`src/rtl/tft_call_arbiter.sv`:
```
// Round-robin arbiter granting four requesters exclusive access to the TFT base
// module: one call at a time, with timeout, init gating and a one-cycle GAP.

module tft_call_lane (
  input  logic       req_i,
  input  logic [1:0] cmd_i,
  input  logic       init_ok_i,
  output logic       elig_o
);
  // Before the panel is initialised only init commands may be granted.
  assign elig_o = req_i & (init_ok_i | (cmd_i == 2'd0));
endmodule

module tft_call_arbiter #(
  parameter int              TO_W   = 24,
  parameter logic [TO_W-1:0] TO_MAX = 24'hFF_FFFF
) (
  input  logic       CLOCK,
  input  logic       RESET,
  input  logic [3:0] iReq,
  input  logic [7:0] iCmd,
  output logic [3:0] oGrant,
  output logic [3:0] oDone,
  output logic [3:0] oErr,
  output logic [2:0] oCall,
  input  logic       iCallDone,
  output logic       oInitOk
);
  localparam int NUM_LANES = 4;

  typedef enum logic [1:0] {S_IDLE, S_CALL, S_GAP} state_t;

  state_t                 state_q, state_d;
  logic [NUM_LANES-1:0]   grant_q, grant_d;
  logic [NUM_LANES-1:0]   done_q, done_d;
  logic [NUM_LANES-1:0]   err_q, err_d;
  logic [2:0]             call_q, call_d;
  logic [1:0]             cmd_q, cmd_d;
  logic [1:0]             last_q, last_d;
  logic [TO_W-1:0]        cnt_q, cnt_d;
  logic                   init_ok_q, init_ok_d;

  logic [NUM_LANES-1:0]   elig;
  logic [1:0]             pick, idx, sel_cmd;
  logic                   found;

  genvar g;
  for (g = 0; g < NUM_LANES; g++) begin : g_lane
    tft_call_lane u_lane (
      .req_i    (iReq[g]),
      .cmd_i    (iCmd[2*g +: 2]),
      .init_ok_i(init_ok_q),
      .elig_o   (elig[g])
    );
  end

  // Search begins one past the last owner; i == NUM_LANES wraps back to last.
  always_comb begin
    pick  = last_q;
    idx   = '0;
    found = 1'b0;
    for (int i = 1; i <= NUM_LANES; i++) begin
      idx = last_q + 2'(i);
      if (!found && elig[idx]) begin
        pick  = idx;
        found = 1'b1;
      end
    end
    sel_cmd = iCmd[2*pick +: 2];
  end

  always_comb begin
    state_d   = state_q;
    grant_d   = grant_q;
    cmd_d     = cmd_q;
    last_d    = last_q;
    cnt_d     = cnt_q;
    call_d    = call_q;
    done_d    = '0;
    err_d     = '0;
    init_ok_d = init_ok_q;
    case (state_q)
      S_IDLE: begin
        if (found) begin
          grant_d = 4'b0001 << pick;
          cmd_d   = sel_cmd;
          last_d  = pick;
          if (sel_cmd == 2'd3) begin
            err_d   = 4'b0001 << pick;
            call_d  = '0;
            state_d = S_GAP;
          end else begin
            call_d  = 3'b001 << sel_cmd;
            cnt_d   = '0;
            state_d = S_CALL;
          end
        end
      end
      S_CALL: begin
        // Completion takes priority over a coincident timeout.
        if (iCallDone) begin
          call_d  = '0;
          done_d  = grant_q;
          if (cmd_q == 2'd0) init_ok_d = 1'b1;
          state_d = S_GAP;
        end else if (cnt_q == TO_MAX) begin
          call_d  = '0;
          err_d   = grant_q;
          state_d = S_GAP;
        end else begin
          cnt_d = (cnt_q == '1) ? cnt_q : cnt_q + 1'b1;
        end
      end
      S_GAP: begin
        grant_d = '0;
        state_d = S_IDLE;
      end
      default: state_d = S_IDLE;
    endcase
  end

  always_ff @(posedge CLOCK) begin
    if (!RESET) begin
      state_q   <= S_IDLE;
      grant_q   <= '0;
      done_q    <= '0;
      err_q     <= '0;
      call_q    <= '0;
      cmd_q     <= '0;
      last_q    <= 2'd3;
      cnt_q     <= '0;
      init_ok_q <= 1'b0;
    end else begin
      state_q   <= state_d;
      grant_q   <= grant_d;
      done_q    <= done_d;
      err_q     <= err_d;
      call_q    <= call_d;
      cmd_q     <= cmd_d;
      last_q    <= last_d;
      cnt_q     <= cnt_d;
      init_ok_q <= init_ok_d;
    end
  end

  assign oGrant  = grant_q;
  assign oDone   = done_q;
  assign oErr    = err_q;
  assign oCall   = call_q;
  assign oInitOk = init_ok_q;
endmodule

```
`config.mk`:
```
export PLATFORM = sky130hd
export DESIGN_NAME = tft_call_arbiter
export DESIGN_NICKNAME = d
export VERILOG_FILES = /design/src/rtl/tft_call_arbiter.sv
export SDC_FILE = /design/constraint.sdc
export NUM_CORES = 1
export LEC_CHECK = 0
export CORE_ASPECT_RATIO = 1.75
export CORE_UTILIZATION = 30
export DETAILED_ROUTE_END_ITERATION = 6
export GPL_TIMING_DRIVEN = 0
export PLACE_DENSITY_LB_ADDON = 0.25
export SYNTH_ARGS = -nofsm -noshare
export SYNTH_HDL_FRONTEND = slang
export SYNTH_HIERARCHICAL = 1
export SYNTH_SLANG_ARGS = --single-unit
```
`constraint.sdc`:
```
create_clock -name CLOCK -period 3.86 [get_ports CLOCK]
set_input_delay 0.772 -clock CLOCK [delete_from_list [all_inputs] [get_ports CLOCK]]
set_output_delay 0.772 -clock CLOCK [all_outputs]
set_load 0.02 [all_outputs]
```
; After elaboration in Yosys (flattened, before gate mapping)
; Index checks and enable logic that the tools add are counted.
[word_totals]
word_cells = 96
in_bits = 15
reg_bits = 46
output_inout_bits = 16
[op_classes]
n_bitwise = 8
shift = 3
n_eq_ne = 9
n_reduce_logical = 21
add_sub_neg = 4
n_mux = 38
magnitude_cmp = 4
[ops]
columns = op, n
row1 = two-way mux 24 bit, 4
row2 = case mux 24 bit (2 select lines), 1
row3 = adder 24 x 1 -> 24 bit (second input constant), 1
row4 = == test 24 bit (second input constant), 1
row5 = two-way mux 4 bit, 5
row6 = two-way mux 2 bit, 8
row7 = case mux 4 bit (2 select lines), 2
row8 = logical NOT 2 bit, 6
row9 = less-than comparator 2 x 3 -> 1 bit (second input constant), 4
row10 = two-way mux 3 bit, 4
row11 = AND reduction 3 bit, 3
row12 = binary-select mux 1 bit (select 2 bit), 4
row13 = two-way mux 1 bit, 8
row14 = inequality test 2 bit (second input constant), 4
row15 = variable part select 8 x 4 -> 2 bit, 1
row16 = case mux 3 bit (2 select lines), 1
row17 = AND reduction 2 bit, 3
row18 = AND reduction 5 bit, 1
row19 = adder 2 bit (second input constant), 2
row20 = bitwise AND 1 bit, 4
row21 = == test 2 bit (second input constant), 2
row22 = bitwise OR 1 bit, 4
row23 = case mux 2 bit (2 select lines), 1
row24 = nonzero test 2 bit, 2
row25 = other kinds (7), 11

; Longest topological paths before layout
; Gate-level depths: netlist of run 1.
[logic_depth]
word_depth = 20
ltp_mapped = 9
ltp_nobuf = 8

; Hierarchy
; Netlist of run 1, hierarchy kept.
[modules_own_cells]
columns = module, area_per_inst_um2, cells_each, seq_area_each_um2, instances
row1 = tft_call_arbiter, 2321.0, 268, 920.9, 1
row2 = tft_call_lane, 11.3, 2, 0.0, 4

; Worst setup path after synthesis of run 1
; No wires, ideal clock.
[synth_timing]
kind = input port to flip-flop
from = input iCmd[7]
to = register cnt_q[16]
setup_time_ps = 121
path_stages = 9
t_required_ps = 3739
slack_ps = 1387
path_buffers = 1
arrival_time_ps = 2352
cell_sequence = nor2_1 > o21a_1 > or2_1 > a21oi_2 > nor2_2 > or4_1 > nand3_2 > buf_6 > o21ai_2
[synth_between]
elab_chain_cells = 19
word_cells_on_any_way = 30
classes_between = eq/ne: 3 / shift: 1 / mux: 16 / bitwise: 2 / reduce/logical: 8
[synth_lines]
columns = item, line_no
row1 = "start, declared", 21  ; input logic [7:0] iCmd,
row2 = logical NOT 2 bit *, 11  ; assign elig_o = req_i & (init_ok_i | (cmd_i == 2'd0));
row3 = bitwise OR 1 bit *, 11
row4 = bitwise AND 1 bit *, 11
row5 = via elig[3], 43  ; logic [NUM_LANES-1:0] elig;
row6 = binary-select mux 1 bit (select 2 bit), 64  ; if (!found && elig[idx]) begin
row7 = two-way mux 1 bit (not written as such), 64
row8 = two-way mux 1 bit, 64
row9 = logical NOT 1 bit, 64
row10 = [4 not listed], n/a
row11 = two-way mux 1 bit, 64
row12 = logical NOT 1 bit, 64
row13 = logical AND 1 bit, 64
row14 = two-way mux 2 bit, 64
row15 = variable part select 8 x 4 -> 2 bit, 69  ; sel_cmd = iCmd[2*pick +: 2];
row16 = == test 2 bit, 88  ; if (sel_cmd == 2'd3) begin
row17 = inequality test 2 bit (no line), n/a
row18 = AND reduction 5 bit (no line) *, n/a
row19 = "end signal, assigned", 141  ; cnt_q <= cnt_d;
row20 = "end, declared", 40  ; logic [TO_W-1:0] cnt_q, cnt_d;
; The timed path passes the listed nets; every way through them passes the cells marked *. The select of a mux whose other input is x is not followed.
; A chain may end at the register's enable or synchronous reset.

; Final worst setup path of run 1
[layout_timing]
from = input iCmd[3]
to = register cnt_q[16]
; Same word-level chain as after synthesis.

==> flow_summary_export.csv, run 1 <==
group,metric,value,unit
power,power.share.sequential,36.4,%
cts,cts_htree_levels,2,
route,detailedRoute.firstPassIterationCount,4,
cts,cts.hold.buffers_added,0,
finish,finish.net_count,329,
synth,synth_area,2366,µm²
synth,synth_largest_area_cell,"dfxtp_1",
setup_path,reg2regPathDepth,8,
synth,post_synth_main_area_contributors,"dfxtp_1, nor2_1, xor2_1, nand4_1, nand3_1",
setup_path,setup.worst_path.class,"in -> reg",
global_route,grt_overflow_total,0,
route,drt-initial-drc-count,124,
global_route,maximum_number_of_pins_on_one_net_before_global_route_repair,15,
cts,cts_clk_pin_slew_worst_paths,0.06,ns
setup_path,worst_r2r_endpoint,"cnt_q[16]",
placed_design,gp_congestion,0.8639,
global_route,first_pass_grt_wire_length,9991,µm
synth,postSynth.topFlopCell,"dfxtp_1",
timing,setup_viol_count_final,0,
placed_design,detailed_place.area,2776,µm²
setup_path,arrival_time_at_the_worst_endpoint,3.29,ns
setup_path,timing.critical_path.fanout_max,10,
cts,post_cts_resize_count,0,
timing,layout_worst_path_cycle_share,80.68,%
setup_path,critical_r2r_launch,"oInitOk",
setup_path,setup.worst_path.start_class,"primary input",
finish,antenna_cells_inserted,0,
power,p_clk_share,30.6,%
synth,yosys.cell_types.count,52,
setup_path,worstSetupStartpoint,"iCmd[3]",
timing,hold_violations,0,
cts,clk_tree_root_cell,"clkbuf_16",
synth,edff_count_synth,0,
timing,slew_violations,0,
timing,final.setup.tns,0,ns
finish,layout-area-overhead-vs-synth,24.38,%
global_route,grt_use_total,15.39,%
route,drt-vias-per-instance,5.386,
power,maximum_vdd_drop,0.2234,mV
floorplanning,floorplan.die_area,8260,µm²
synth,async_flop_share,0,%
status,run_status,"complete, no violations",
setup_path,setup.worst_path.end_class,"flip-flop",
timing,slew-limit-headroom,46.43,%
setup_path,worstPathRequired,4.04,ns
synth,synth_common_cells,"dfxtp_1, nor2_1, nand2_1",
finish,final_layout_size_suffix_gt1_share,8.599,%
finish,finish.instance_area,2943,µm²
synth,synth-seq-area-share,38.92,%
timing,fmax,321.1,MHz
power,internal_power,1.044,mW
route,vias,2165,
route,antenna_violating_nets_post_route,0,
floorplanning,fp.dieH,119.5,µm
synth,synth.most_common_cell,"dfxtp_1",
cts,cts_max_path_buffers,2,
worst_hold_path,worstHoldPathCells,2,
floorplanning,io_pins,31,
power,power_density,542.0,nW/µm²
placed_design,port-buffer-count,30,
synth,post_synth.cell_area_avg,8.573,µm²
timing,timing_worst_slew_pin_value,0.7910,ns
floorplanning,core_area,7620,µm²
synth,postSynthNetCount,292,
setup_path,worst_setup_path_endpoint,"cnt_q[16]",
timing,grt_setup_unrepaired,"false",
synth,yosys_warnings,6,
cts,cts_setup_buffers,0,
route,wl,6011,µm
global_route,number_of_antenna_violations_at_the_first_check_in_global_routing,0,
setup_path,worst-r2r-setup-slack,1.30,ns
timing,layout_skew,0.003379,ns
floorplanning,dieWidth,69.13,µm
power,sw_frac_of_total,34.53,%
cts,cts_buffers,5,
worst_hold_path,hold_class,"reg -> reg",
floorplanning,rows,42,
timing,finalCriticalPeriod,3.114,ns
route,post-route-drc-count,0,
cts,clock_sinks,46,
synth,synth_largest_type_area_fraction,38.92,%
cts,clk_latency,0.29,ns
power,p_sw,550.7,µW
synth,synthCells,276,
cts,tritoncts,"yes",
power,static-leakage-power,1.054,nW
global_route,vias_in_the_first_global_route,2092,
floorplanning,initial_utilization,31.05,%
power,share_comb_of_total_power,33.0,%
job,cap_violations,0,
route,detail_route.wl_per_cell,14.95,µm
synth,postSynthRegisterBits,46,
placed_design,dp_hpwl,4663,µm
## stage by stage
stage	hold slack, ns	util [%]	worst slack [ns]	total power [mW]	cells
2_1_floorplan	0.4447	-	1.387	0.9436	276
3_3_place_gp	0.4656	36.44	0.4420	1.118	394
3_5_place_dp	0.4673	36.44	0.4191	1.121	394
4_1_cts	0.4805	38.62	0.7330	1.613	402
5_1_grt	0.5251	38.62	0.5084	1.688	402
6_report	0.4742	38.62	0.7456	1.595	402
## final cells by class
| class | count | area (µm²) |
|---|---|---|
| fill | 776 | 4677 |
| multi-input combinational | 217 | 1374 |
| sequential | 46 | 920.9 |
| timing repair buffer | 30 | 300.3 |
| clock buffer | 6 | 128.9 |
| tap | 88 | 110.1 |
| buffer | 7 | 48.80 |
| clock inverter | 2 | 37.54 |
| inverter | 6 | 22.52 |
## flip-flops by register name (all words and copies together) (netlist names)
signal / cells
last_q: 2
cnt_q: 24
oCall: 3
oErr: 4
oInitOk: 1
oDone: 4
oGrant: 4
cmd_q: 2
state_q: 2
## routing by layer
layer / part of all wire [%] / wire [µm] / track usage [%] / vias to the layer above
met2: 58 / 3478 / 31.19 / 50
met4: 2.2 / 130 / 6.505 / 0
li1: - / - / - / 1087
met3: 3.4 / 204 / 2.876 / 8
met5: 0 / 0 / 0 / -
met1: 37 / 2197 / 14.38 / 1020
## power groups by stage
stage	Combinational (mW)	Sequential, mW	Clock (mW)
floorplan	0.338	0.605	0
global placement	0.528	0.591	0
detailed placement	0.530	0.592	0
CTS	0.531	0.582	0.501
global route	0.576	0.589	0.523
finish	0.526	0.581	0.488
## cell usage in the layout (no fill, tap or decap), drive strengths merged, types with 2 or more instances in the layout
cell type and count:
a211o 2, or3 3, buf 4, o31ai 3, nand2b 3, nand4 14, and4 3, nor4 7
mux2 4, o21a 6, nor2b 2, clkbuf 9, nand3 16, o21ai 11, a21oi 8, inv 6
a221o 2, a31oi 2, nor3 11, nor2 45, xor2 11, a22oi 4, or4 2, mux2i 4
a32oi 4, dfxtp 46, clkdlybuf4s50 30, nor3b 2, and2 4, xnor2 7, nand2 19, and3 8
## worst min-delay path by stage
stage,start,end,slack [ns]
CTS,cmd_q[0],cmd_q[0],0.48
global route,oCall[1],oCall[1],0.53
floorplan,cmd_q[1],cmd_q[1],0.44
finish,cmd_q[0],cmd_q[0],0.47
global placement,cmd_q[1],cmd_q[1],0.47
detailed placement,cmd_q[0],cmd_q[0],0.47
## critical path, stage by stage
cell and delay, ns:
clkdlybuf4s50_1 0.48, nor2_1 0.14, o21a_1 0.17, nor4_1 0.12, or3_1 0.37, nor3_1 0.56, nand3_1 0.23, nand3_2 0.21
buf_6 0.17, o21ai_2 0.06
## cells by family (layout without fill, tap and decap cells)
kind of cell | Yosys count | after routing | synth area share, %
simple gates | 141 | 141 | 32.63
compound gates | 49 | 49 | 14.65
mux | 8 | 8 | 3.596
xor+xnor | 18 | 18 | 6.663
flops | 46 | 46 | 38.92
buf+inv | 13 | 51 | 3.014
fa+ha+maj | 1 | 1 | 0.5287
Note: power is estimated with default switching activity, not from simulation.
==> inputs of run 2 (changes only) <==
==> constraint.sdc (replaced) <==
create_clock -name CLOCK -period 3.1 [get_ports CLOCK]
set_input_delay 0.62 -clock CLOCK [delete_from_list [all_inputs] [get_ports CLOCK]]
set_output_delay 0.62 -clock CLOCK [all_outputs]
set_load 0.02 [all_outputs]
==> run 2 against run 1 <==
  * Design area up 0.38%
  * Utilization up 0.15 points
  * Wire length up 0.52%
  * Cell count unchanged
  * Non-clock buffer count unchanged
  * Combinational power up 26%
  * Global-route usage unchanged
  * Flip-flop and latch count unchanged
  * Register-to-register slack worse by 0.57 ns
  * Clock power up 25%
  * First-iteration DRC count down 1.6%
  * Power up 25%
==> flow_summary_export.csv, run 2 (synthesized netlist as in run 1, its figures left out) <==
group,metric,value,unit
floorplanning,io_pins,31,
floorplanning,dieWidth,69.13,µm
global_route,maximum_number_of_pins_on_one_net_before_global_route_repair,15,
worst_hold_path,worst_hold_startpoint,"cmd_q[0]",
cts,cts_max_path_buffers,2,
timing,hold_violations,0,
timing,setup_viol_count_final,0,
floorplanning,initial_utilization,31.05,%
power,maximum_vdd_drop,0.2783,mV
placed_design,gp_congestion,0.8639,
timing,layout_worst_path_cycle_share,90.97,%
finish,mostFrequentLayoutCells,"dfxtp_1, nor2_1, clkdlybuf4s50_1, nand2_1, nand3_1",
setup_path,timing.critical_path.fanout_max,10,
floorplanning,core_area,7620,µm²
setup_path,arrival_time_at_the_worst_endpoint,3.00,ns
global_route,met2_usage,31.19,%
cts,tritoncts,"yes",
global_route,grt_use_total,15.39,%
setup_path,worst-r2r-setup-slack,0.73,ns
finish,antenna_cells_inserted,0,
placed_design,dp_hpwl,4663,µm
cts,cts.hold.buffers_added,0,
global_route,routing_layer_with_the_top_usage_in_global_route,"met2",
status,run_status,"complete, no violations",
setup_path,setup.worst_path.class,"in -> reg",
cts,cts_setup_buffers,0,
cts,clock_sinks,46,
setup_path,worstPathRequired,3.28,ns
global_route,first_pass_grt_wire_length,9991,µm
worst_hold_path,worstHoldPathCells,2,
route,drt-initial-drc-count,122,
finish,final_layout_size_suffix_gt1_share,9.236,%
setup_path,reg2regPathDepth,7,
route,antenna_violating_nets_post_route,0,
finish,finish.net_count,329,
finish,number_of_flip_flops_in_the_largest_register,24,
worst_hold_path,hold_path_end,"cmd_q[0]",
finish,fin_util,38.77,%
setup_path,worst_r2r_endpoint,"oCall[1]",
cts,cts_htree_levels,2,
finish,multi_input_area,1385,µm²
global_route,grt_overflow_total,0,
timing,timing.hold.ws,0.4741,ns
route,detail_route.wl_per_cell,15.03,µm
finish,layout_commonest_cell,"dfxtp_1",
route,drt-vias-per-instance,5.348,
setup_path,worstSetupStartpoint,"iCmd[7]",
setup_path,setup.worst_path.start_class,"primary input",
power,post-layout-total-power,1.993,mW
cts,clk_tree_root_cell,"clkbuf_16",
finish,layout-area-overhead-vs-synth,24.85,%
floorplanning,fp.dieH,119.5,µm
global_route,vias_in_the_first_global_route,2092,
worst_hold_path,hold_class,"reg -> reg",
global_route,grt_use_met3,2.876,%
global_route,global_route.usage.met1,14.38,%
finish,fillCellCount,779,
cts,cts_buffers,5,
power,static-leakage-power,1.058,nW
setup_path,critical_r2r_launch,"oInitOk",
timing,layout_skew,0.003665,ns
finish,most_flop_heavy_register,"cnt_q",
floorplanning,rows,42,
timing,timing_worst_slew_pin_value,0.7922,ns
timing,grt_setup_unrepaired,"false",
floorplanning,floorplan.die_area,8260,µm²
power,power_density,674.7,nW/µm²
global_route,number_of_antenna_violations_at_the_first_check_in_global_routing,0,
cts,cts_clk_pin_slew_worst_paths,0.06,ns
placed_design,port-buffer-count,30,
route,detailedRoute.firstPassIterationCount,4,
timing,slew-limit-headroom,46.35,%
timing,fmax,354.6,MHz
timing,finalCriticalPeriod,2.820,ns
finish,seqCellArea,920.9,µm²
cts,clk_latency,0.29,ns
cts,post_cts_resize_count,0,
job,cap_violations,0,
route,wl,6042,µm
timing,slew_violations,0,
setup_path,setup.worst_path.end_class,"flip-flop",
route,vias,2150,
route,post-route-drc-count,0,
[run 2: cell types whose count changed in the layout (fill, tap and decap cells not counted)]
| cell | before | now |
|---|---|---|
| nor4_2 | 0 | 1 |
| nor3_1 | 10 | 9 |
| nor4_1 | 5 | 4 |
| nor3_2 | 1 | 2 |
[run 2: how the worst max path moves through the flow]
stage	end	slack [ns]	depth (start not counted)
after detailed placement	oGrant[1]	-0.19	9
after floorplan	cnt_q[16]	0.78	9
final	cnt_q[16]	0.28	10
after global routing	oCall[1]	0.11	9
after CTS	cnt_q[16]	0.13	10
after global placement	cnt_q[16]	-0.17	10
[run 2: stage by stage]
step / TNS, ns / cells / setup slack [ns] / instance area (µm²)
after floorplan: 0 / 276 / 0.7793 / 2366
after global placement: -3.500 / 394 / -0.1660 / 2776
after detailed placement: -4.003 / 394 / -0.1889 / 2776
after CTS: 0 / 402 / 0.1250 / 2943
after global routing: 0 / 402 / 0.1121 / 2954
final: 0 / 402 / 0.2798 / 2954
[run 2: layout make-up]
class | count | share of cell area [%]
flip-flops and latches | 46 | 31.17
clock buffers | 6 | 4.363
plain buffers | 7 | 1.652
clock inverters | 2 | 1.271
repair buffers | 30 | 10.17
well taps | 88 | 3.727
multi-input cells | 217 | 46.89
inverters | 6 | 0.7624
[run 2: critical path, stage by stage]
cell	delay (ns)
clkdlybuf4s50_1	0.54
nor2_1	0.07
o21a_1	0.21
nor2b_1	0.17
o21ai_1	0.24
a31oi_1	0.20
or4_1	0.54
nand3_2	0.17
buf_6	0.17
o21ai_2	0.06
[run 2: power by group]
group	switching (mW)	internal (mW)	leakage, nW
Clock	0.227	0.381	0.0771
Combinational	0.395	0.265	0.609
Sequential	0.0674	0.657	0.372
Total	0.690	1.30	1.06
[run 2: metal layers]
metal,share of wire (%),wire [µm]
met5,0,0
met3,2.5,153
met1,38,2277
met4,2.2,130
met2,58,3480
